--- src/rtl/glb_pkg.sv ---
// Shared constants and helpers for the GLB bank arbiter and its round-robin arbiters.
package glb_pkg;

   localparam logic CLS_READ  = 1'b0;
   localparam logic CLS_WRITE = 1'b1;

   // OR of the indices of all set bits, which is the index when the input is one-hot.
   function automatic int unsigned onehot2bin(input logic [31:0] oh);
      int unsigned idx;
      idx = 0;
      for (int unsigned i = 0; i < 32; i++) begin
         if (oh[i]) idx = idx | i;
      end
      return idx;
   endfunction

endpackage

--- src/rtl/rr_arbiter.sv ---
// Round-robin arbiter with a priority pointer that moves past the winner on each accepted grant.
module rr_arbiter
   import glb_pkg::*;
#(
   parameter int unsigned N  = 4,
   parameter int unsigned IW = (N > 1) ? $clog2(N) : 1
) (
   input  logic          clk,
   input  logic          rst_n,
   input  logic [N-1:0]  req,
   input  logic          advance,
   output logic [N-1:0]  gnt,
   output logic [IW-1:0] gnt_idx
);

   logic [IW-1:0] ptr_q, ptr_d;

   // Search starts at the pointer; with no request the index falls back to the pointer.
   always_comb begin
      int unsigned idx;
      logic        found;
      idx   = 0;
      found = 1'b0;
      gnt   = '0;
      for (int unsigned k = 0; k < N; k++) begin
         idx = (32'(ptr_q) + k) % N;
         if (!found && req[idx]) begin
            gnt[idx] = 1'b1;
            found    = 1'b1;
         end
      end
      gnt_idx = found ? IW'(onehot2bin(32'(gnt))) : ptr_q;
   end

   always_comb begin
      ptr_d = ptr_q;
      if (advance && (N > 1)) begin
         ptr_d = (32'(gnt_idx) == N - 1) ? '0 : gnt_idx + 1'b1;
      end
   end

   always_ff @(posedge clk or negedge rst_n) begin
      if (!rst_n) begin
         ptr_q <= '0;
      end else begin
         ptr_q <= ptr_d;
      end
   end

endmodule

--- src/rtl/glb_bank_arbiter.sv ---
// Shares one GLB SRAM bank between round-robin read and write requester groups.
module glb_bank_arbiter
   import glb_pkg::*;
#(
   parameter int unsigned NUM_RD     = 4,
   parameter int unsigned NUM_WR     = 2,
   parameter int unsigned SRAM_WIDTH = 256,
   parameter int unsigned SRAM_WORD  = 64,
   parameter int unsigned ADDR_WIDTH = $clog2(SRAM_WORD),
   parameter int unsigned DUAL_PORT  = 0
) (
   input  logic                         clk,
   input  logic                         rst_n,
   input  logic [NUM_RD-1:0]            rd_req_vld,
   input  logic [NUM_RD*ADDR_WIDTH-1:0] rd_req_addr,
   output logic [NUM_RD-1:0]            rd_req_rdy,
   output logic [NUM_RD-1:0]            rd_rsp_vld,
   output logic [SRAM_WIDTH-1:0]        rd_rsp_dat,
   input  logic [NUM_WR-1:0]            wr_req_vld,
   input  logic [NUM_WR*ADDR_WIDTH-1:0] wr_req_addr,
   input  logic [NUM_WR*SRAM_WIDTH-1:0] wr_req_dat,
   output logic [NUM_WR-1:0]            wr_req_rdy,
   output logic [ADDR_WIDTH-1:0]        ram_addr_r,
   output logic [ADDR_WIDTH-1:0]        ram_addr_w,
   output logic                         ram_read_en,
   output logic                         ram_write_en,
   output logic [SRAM_WIDTH-1:0]        ram_data_in,
   input  logic [SRAM_WIDTH-1:0]        ram_data_out
);

   localparam int unsigned RD_IW = (NUM_RD > 1) ? $clog2(NUM_RD) : 1;
   localparam int unsigned WR_IW = (NUM_WR > 1) ? $clog2(NUM_WR) : 1;

   logic [NUM_RD-1:0]     rd_win;
   logic [RD_IW-1:0]      rd_idx;
   logic [NUM_WR-1:0]     wr_win;
   logic [WR_IW-1:0]      wr_idx;
   logic [ADDR_WIDTH-1:0] rd_addr, wr_addr;
   logic                  rd_any, wr_any;
   logic                  grant_rd, grant_wr;
   logic                  last_cls_q, last_cls_d;
   logic [NUM_RD-1:0]     rsp_sel_q;
   logic                  rsp_pend_q;

   rr_arbiter #(
      .N (NUM_RD)
   ) u_rd_arb (
      .clk     (clk),
      .rst_n   (rst_n),
      .req     (rd_req_vld),
      .advance (grant_rd),
      .gnt     (rd_win),
      .gnt_idx (rd_idx)
   );

   rr_arbiter #(
      .N (NUM_WR)
   ) u_wr_arb (
      .clk     (clk),
      .rst_n   (rst_n),
      .req     (wr_req_vld),
      .advance (grant_wr),
      .gnt     (wr_win),
      .gnt_idx (wr_idx)
   );

   assign rd_addr = rd_req_addr[rd_idx*ADDR_WIDTH +: ADDR_WIDTH];
   assign wr_addr = wr_req_addr[wr_idx*ADDR_WIDTH +: ADDR_WIDTH];
   assign rd_any  = |rd_req_vld;
   assign wr_any  = |wr_req_vld;

   // Grants are suppressed while reset is held so no handshake completes into a cleared state.
   always_comb begin
      grant_rd = 1'b0;
      grant_wr = 1'b0;
      if (rst_n) begin
         if (DUAL_PORT != 0) begin
            grant_wr = wr_any;
            grant_rd = rd_any && !(wr_any && (rd_addr == wr_addr));
         end else begin
            grant_wr = wr_any && (!rd_any || (last_cls_q == CLS_READ));
            grant_rd = rd_any && (!wr_any || (last_cls_q == CLS_WRITE));
         end
      end
   end

   always_comb begin
      last_cls_d = last_cls_q;
      if (grant_wr) begin
         last_cls_d = CLS_WRITE;
      end else if (grant_rd) begin
         last_cls_d = CLS_READ;
      end
   end

   assign rd_req_rdy   = grant_rd ? rd_win : '0;
   assign wr_req_rdy   = grant_wr ? wr_win : '0;
   assign ram_read_en  = grant_rd;
   assign ram_write_en = grant_wr;
   assign ram_addr_r   = rd_addr;
   assign ram_addr_w   = wr_addr;
   assign ram_data_in  = wr_req_dat[wr_idx*SRAM_WIDTH +: SRAM_WIDTH];
   assign rd_rsp_vld   = rsp_pend_q ? rsp_sel_q : '0;
   assign rd_rsp_dat   = ram_data_out;

   always_ff @(posedge clk or negedge rst_n) begin
      if (!rst_n) begin
         last_cls_q <= CLS_READ;
         rsp_sel_q  <= '0;
         rsp_pend_q <= 1'b0;
      end else begin
         last_cls_q <= last_cls_d;
         rsp_sel_q  <= rd_req_rdy;
         rsp_pend_q <= grant_rd;
      end
   end

endmodule

--- config.mk ---
export PLATFORM = sky130hd
export DESIGN_NAME = glb_bank_arbiter
export DESIGN_NICKNAME = d
export VERILOG_FILES = /design/src/rtl/glb_pkg.sv /design/src/rtl/rr_arbiter.sv /design/src/rtl/glb_bank_arbiter.sv
export SDC_FILE = /design/constraint.sdc
export NUM_CORES = 1
export LEC_CHECK = 0
export CORE_AREA = 2 2 530 532
export CTS_BUF_LIST = sky130_fd_sc_hd__clkbuf_16
export DETAILED_ROUTE_END_ITERATION = 6
export DIE_AREA = 0 0 532 534
export GPL_ROUTABILITY_DRIVEN = 0
export SLEW_MARGIN = 25
export SYNTH_ARGS = -nofsm -noshare
export SYNTH_HDL_FRONTEND = slang
export SYNTH_SLANG_ARGS = --single-unit
--- constraint.sdc ---
create_clock -name clk -period 3.5 [get_ports clk]
set_input_delay 0.35 -clock clk [delete_from_list [all_inputs] [get_ports clk]]
set_output_delay 0.35 -clock clk [all_outputs]
set_load 0.1 [all_outputs]
==> impl_summary.md <==
Routing
The per-cell routed wire length is 44.0 µm. Across all layers, the routed design uses 9141 vias. The detail route stage leaves a number of antenna-violating nets equal to 0. The number of detailed-route iterations in the first pass is 4. The total detailed-routing wirelength is 222000 µm.

The post-route DRC violation count is 0. After detailed routing, the number of vias per cell comes to 1.81. The first routing iteration left 479 violations.

Critical path
Data arrives at the worst endpoint at between 3000 and 4000 ps. Among all stages on the critical path, the largest delay is contributed by sky130_fd_sc_hd__mux4_2. The classification of the worst setup path is register to output port. The nature of the critical path startpoint is a register.

The delay contributed by the slowest stage of the critical path is 580 ps. The data required time at the worst endpoint is 3150 ps. The worst setup path is captured at an output port. In this run the worst path has a maximum fanout of 6. Walking the worst path, the cells encountered are inv_4 > ha_4 > mux4_2 > buf_4 > a22oi_1 > o211ai_1 > o22ai_4 > clkbuf_16 > mux2i_2 > mux2i_4 > buf_12.

Floorplan
Row generation in the floorplan step produced 194 rows. The number of primary I/O pins is 1348. The initial utilization of the core area, before any placement, comes to under 10%. The vertical extent of the die is ~530 µm. The die covers between 200000 and 300000 µm².

The core area is about 280000 µm². The die is between 500 and 600 µm wide.

Pwr
The worst ir drop on vdd is 0.593 mV. The clock network power share is 1.7%. The leakage power is roughly 6.4 nW. The total net switching power is 9.07 mW. The portion of total power attributed to sequential cells is 1.1%. Cell internal power was estimated by the tool at 5.06 mW.

The net switching fraction of the power is 64.2%. The power share of the combinational group is 97.2%. In this run the power density over the cells is 698 nW/µm².

Final layout
Cells with a size suffix above 1 make up roughly half of the layout. The layout net count is between 2000 and 2500. Relative to the synthesized area, the layout overhead comes to 241%.

Min path
The class of the worst hold path is register to register.

Synthesis
Yosys mapped the design onto 33 distinct sky130hd cell types. The number of flops mapped to enable cells by yosys is 0. For this run, the leading register cell type out of synthesis is sky130_fd_sc_hd__dfrtp_1.

Synthesis inferred 9 register bits. The average instance area after synthesis is 9.22 µm². The cell type contributing the most total cell area after synthesis is sky130_fd_sc_hd__mux2_2. The proportion of synthesized chip area in sequential cells is 3.79%. In the post-synthesis netlist, the cell with the most instances is sky130_fd_sc_hd__mux2_2. The number of cells produced by synthesis is 645. Of all flip-flops after synthesis, the portion carrying an async set or reset was 100%. The proportion of netlist area held by the largest area contributor is 49.6%. The net count after synthesis is 1463. By area the synthesized netlist is led by sky130_fd_sc_hd__mux2_2 50%, sky130_fd_sc_hd__buf_4 32%, sky130_fd_sc_hd__dfrtp_1 3.8%. Ranked by instance count, the synthesized netlist is headed by 262 x sky130_fd_sc_hd__mux2_2, 256 x sky130_fd_sc_hd__buf_4, 23 x sky130_fd_sc_hd__clkbuf_1, 18 x sky130_fd_sc_hd__mux2i_1, 10 x sky130_fd_sc_hd__nand2_1.

The cell area after synthesis is 5950 µm². The number of warnings reported in the yosys synthesis log is 0.

Timing
The total of endpoints with negative setup slack in the final report is 2. The slew at the pin closest to its max-slew limit is 721 ps. The final max-slew violation count was 0.

The final total negative setup slack is -37.1 ps. Across the routed clock network, the largest skew measured is just under 7 ps. The share of the cycle needed by the critical path after routing is 101%. The routed design could run at a clock period as short as 3530 ps. The normalized max-slew margin is about 52%. The number of failing hold endpoints at the final stage is 0. The worst hold slack is 536 ps. Derived from the worst setup path, the maximum achievable clock frequency is 283 MHz. In the post-route analysis, the smallest setup slack over all paths is -31.0 ps. Setup repair after global routing could not meet its margin everywhere.

Global routing
The maximum number of pins on one net before global-route repair is 60. The initial antenna violation count is 230. The global route total overflow is 0. The number of global-route vias before repair is 8480. Across every metal layer, demand over resource in global routing totals 15.0%. The global-route wire length before repair is 241000 µm.

Placement
The post-DP HPWL is 215000 µm. Prior to clock tree synthesis, the placed netlist has a worst setup slack of around 48 ps. The number of port buffers is 835.

CTS
The root cell of the clock tree is sky130_fd_sc_hd__clkbuf_16. CTS built an H-tree with a depth of 1. The number of clock buffers added by TritonCTS is 3.

The TritonCTS clock tree is built. The worst-skew pair later-pin latency is between 200 and 300 ps. The number of clock sinks is 9. The buffer depth of the longest clock path is 2. The number of hold buffers added after CTS was 0.

Clock-pin slew was measured on the worst setup and hold paths at 60 ps.

Outcome
The final reports fail on setup timing. The flow ran to the end, but the final reports show violations.

Job
Across the run, the number of max-cap violations was 0.
==> kinds of logic after synthesis <==
group | after synthesis | share of synthesized area (%)
adder cells (fa/ha/maj) | 7 | 1.43
multiplexers | 284 | 54.2
AND/OR/NAND/NOR | 30 | 2.71
buffers and inverters | 296 | 35.4
flip-flops | 9 | 3.79
XOR/XNOR | 1 | 0.147
AO/OA/AOI/OAI | 18 | 2.34
==> routing by layer <==
layer / track usage (%) / share of wire (%) / up-vias
met4: 5.64 / 4.5 / 156
met1: 11.3 / 26 / 3783
met3: 17.3 / 25 / 592
li1: - / - / 3272
met2: 23.5 / 44 / 1338
met5: 0.616 / 0.47 / -
==> repair_timing <==
action                                  CTS  global route
resized for setup                         8             6
endpoints found under the setup margin    6             6
buffers inserted                          2             3
cloned                                    0             1
pin swaps                                 4             7
==> critical path: cells and delay by family, from the launching register on <==
| family | cells | cell delay, ps |
|---|---|---|
| flip-flops | 1 | 380 |
| multiplexers | 3 | 980 |
| adder cells (fa/ha/maj) | 1 | 270 |
| buffers and inverters | 4 | 650 |
| AO/OA/AOI/OAI | 3 | 630 |
==> sequential cells by signal, indices dropped and copies added (netlist names) <==
register        flops
rsp_pend_q          1
last_cls_q          1
rsp_sel_q           4
u_wr_arb.ptr_q      1
u_rd_arb.ptr_q      2
==> power groups by stage <==
stage | Combinational, mW | Clock, mW | Sequential, mW
after CTS | 13.9 | 0.251 | 0.162
after global routing | 14.1 | 0.249 | 0.166
after floorplan | 8.82 | 0 | 0.163
after detailed placement | 13.8 | 0 | 0.163
final | 13.7 | 0.238 | 0.162
after global placement | 13.8 | 0 | 0.163
==> path summary, 6_finish.rpt <==
| kind | slack (ps) | endpoint | cells after the start | start |
|---|---|---|---|---|
| worst max-delay path | -30 | ram_addr_r[3] | 11 | u_rd_arb.ptr_q[0]$_DFFE_PN0P_ |
| max in group asynchronous | 2660 | u_rd_arb.ptr_q[1]$_DFFE_PN0P_ | 2 | rst_n |
| worst max register to register | 780 | u_wr_arb.ptr_q$_DFFE_PN0P_ | 8 | u_rd_arb.ptr_q[0]$_DFFE_PN0P_ |
| worst min-delay path | 540 | last_cls_q$_DFFE_PN0P_ | 1 | last_cls_q$_DFFE_PN0P_ |
| worst min register to register | 540 | last_cls_q$_DFFE_PN0P_ | 1 | last_cls_q$_DFFE_PN0P_ |
| min in group asynchronous | 620 | last_cls_q$_DFFE_PN0P_ | 2 | rst_n |
==> placed cells by master, fill, tap and decap left out, types with 2 or more instances in the layout <==
master,instances
sky130_fd_sc_hd__nand2_1,10
sky130_fd_sc_hd__clkbuf_16,4
sky130_fd_sc_hd__dfrtp_1,8
sky130_fd_sc_hd__and2_1,4
sky130_fd_sc_hd__buf_12,265
sky130_fd_sc_hd__o21ai_0,4
sky130_fd_sc_hd__mux2_2,262
sky130_fd_sc_hd__mux2i_4,6
sky130_fd_sc_hd__nor2_1,4
sky130_fd_sc_hd__diode_2,84
sky130_fd_sc_hd__mux4_2,4
sky130_fd_sc_hd__buf_4,50
sky130_fd_sc_hd__clkdlybuf4s50_1,555
sky130_fd_sc_hd__ha_1,5
sky130_fd_sc_hd__nor2_2,4
sky130_fd_sc_hd__o22ai_4,2
sky130_fd_sc_hd__nor2b_2,3
sky130_fd_sc_hd__mux2i_2,11
sky130_fd_sc_hd__a22oi_1,4
sky130_fd_sc_hd__inv_1,5
==> through the flow <==
stage	instances	utilization (%)	total power, mW	instance area [µm²]
after detailed placement	4947	7.14	14.0	19900
after CTS	4953	7.18	14.4	20000
final	5039	7.28	14.1	20300
after global routing	5002	7.24	14.5	20200
after global placement	4947	7.14	13.9	19900
after floorplan	645	-	8.98	6070
==> area by class of cell <==
type / instances / area (µm²)
Tap cell: 3724 / 4660
Clock inverter: 1 / 3.75
Sequential cell: 9 / 226
Fill cell: 32400 / 258000
Clock buffer: 3 / 75.1
Multi-Input combinational cell: 340 / 3790
Inverter: 6 / 25.0
Antenna cell: 84 / 210
Timing Repair Buffer: 872 / 11300
No activity file was read; power rests on OpenSTA's default activity.
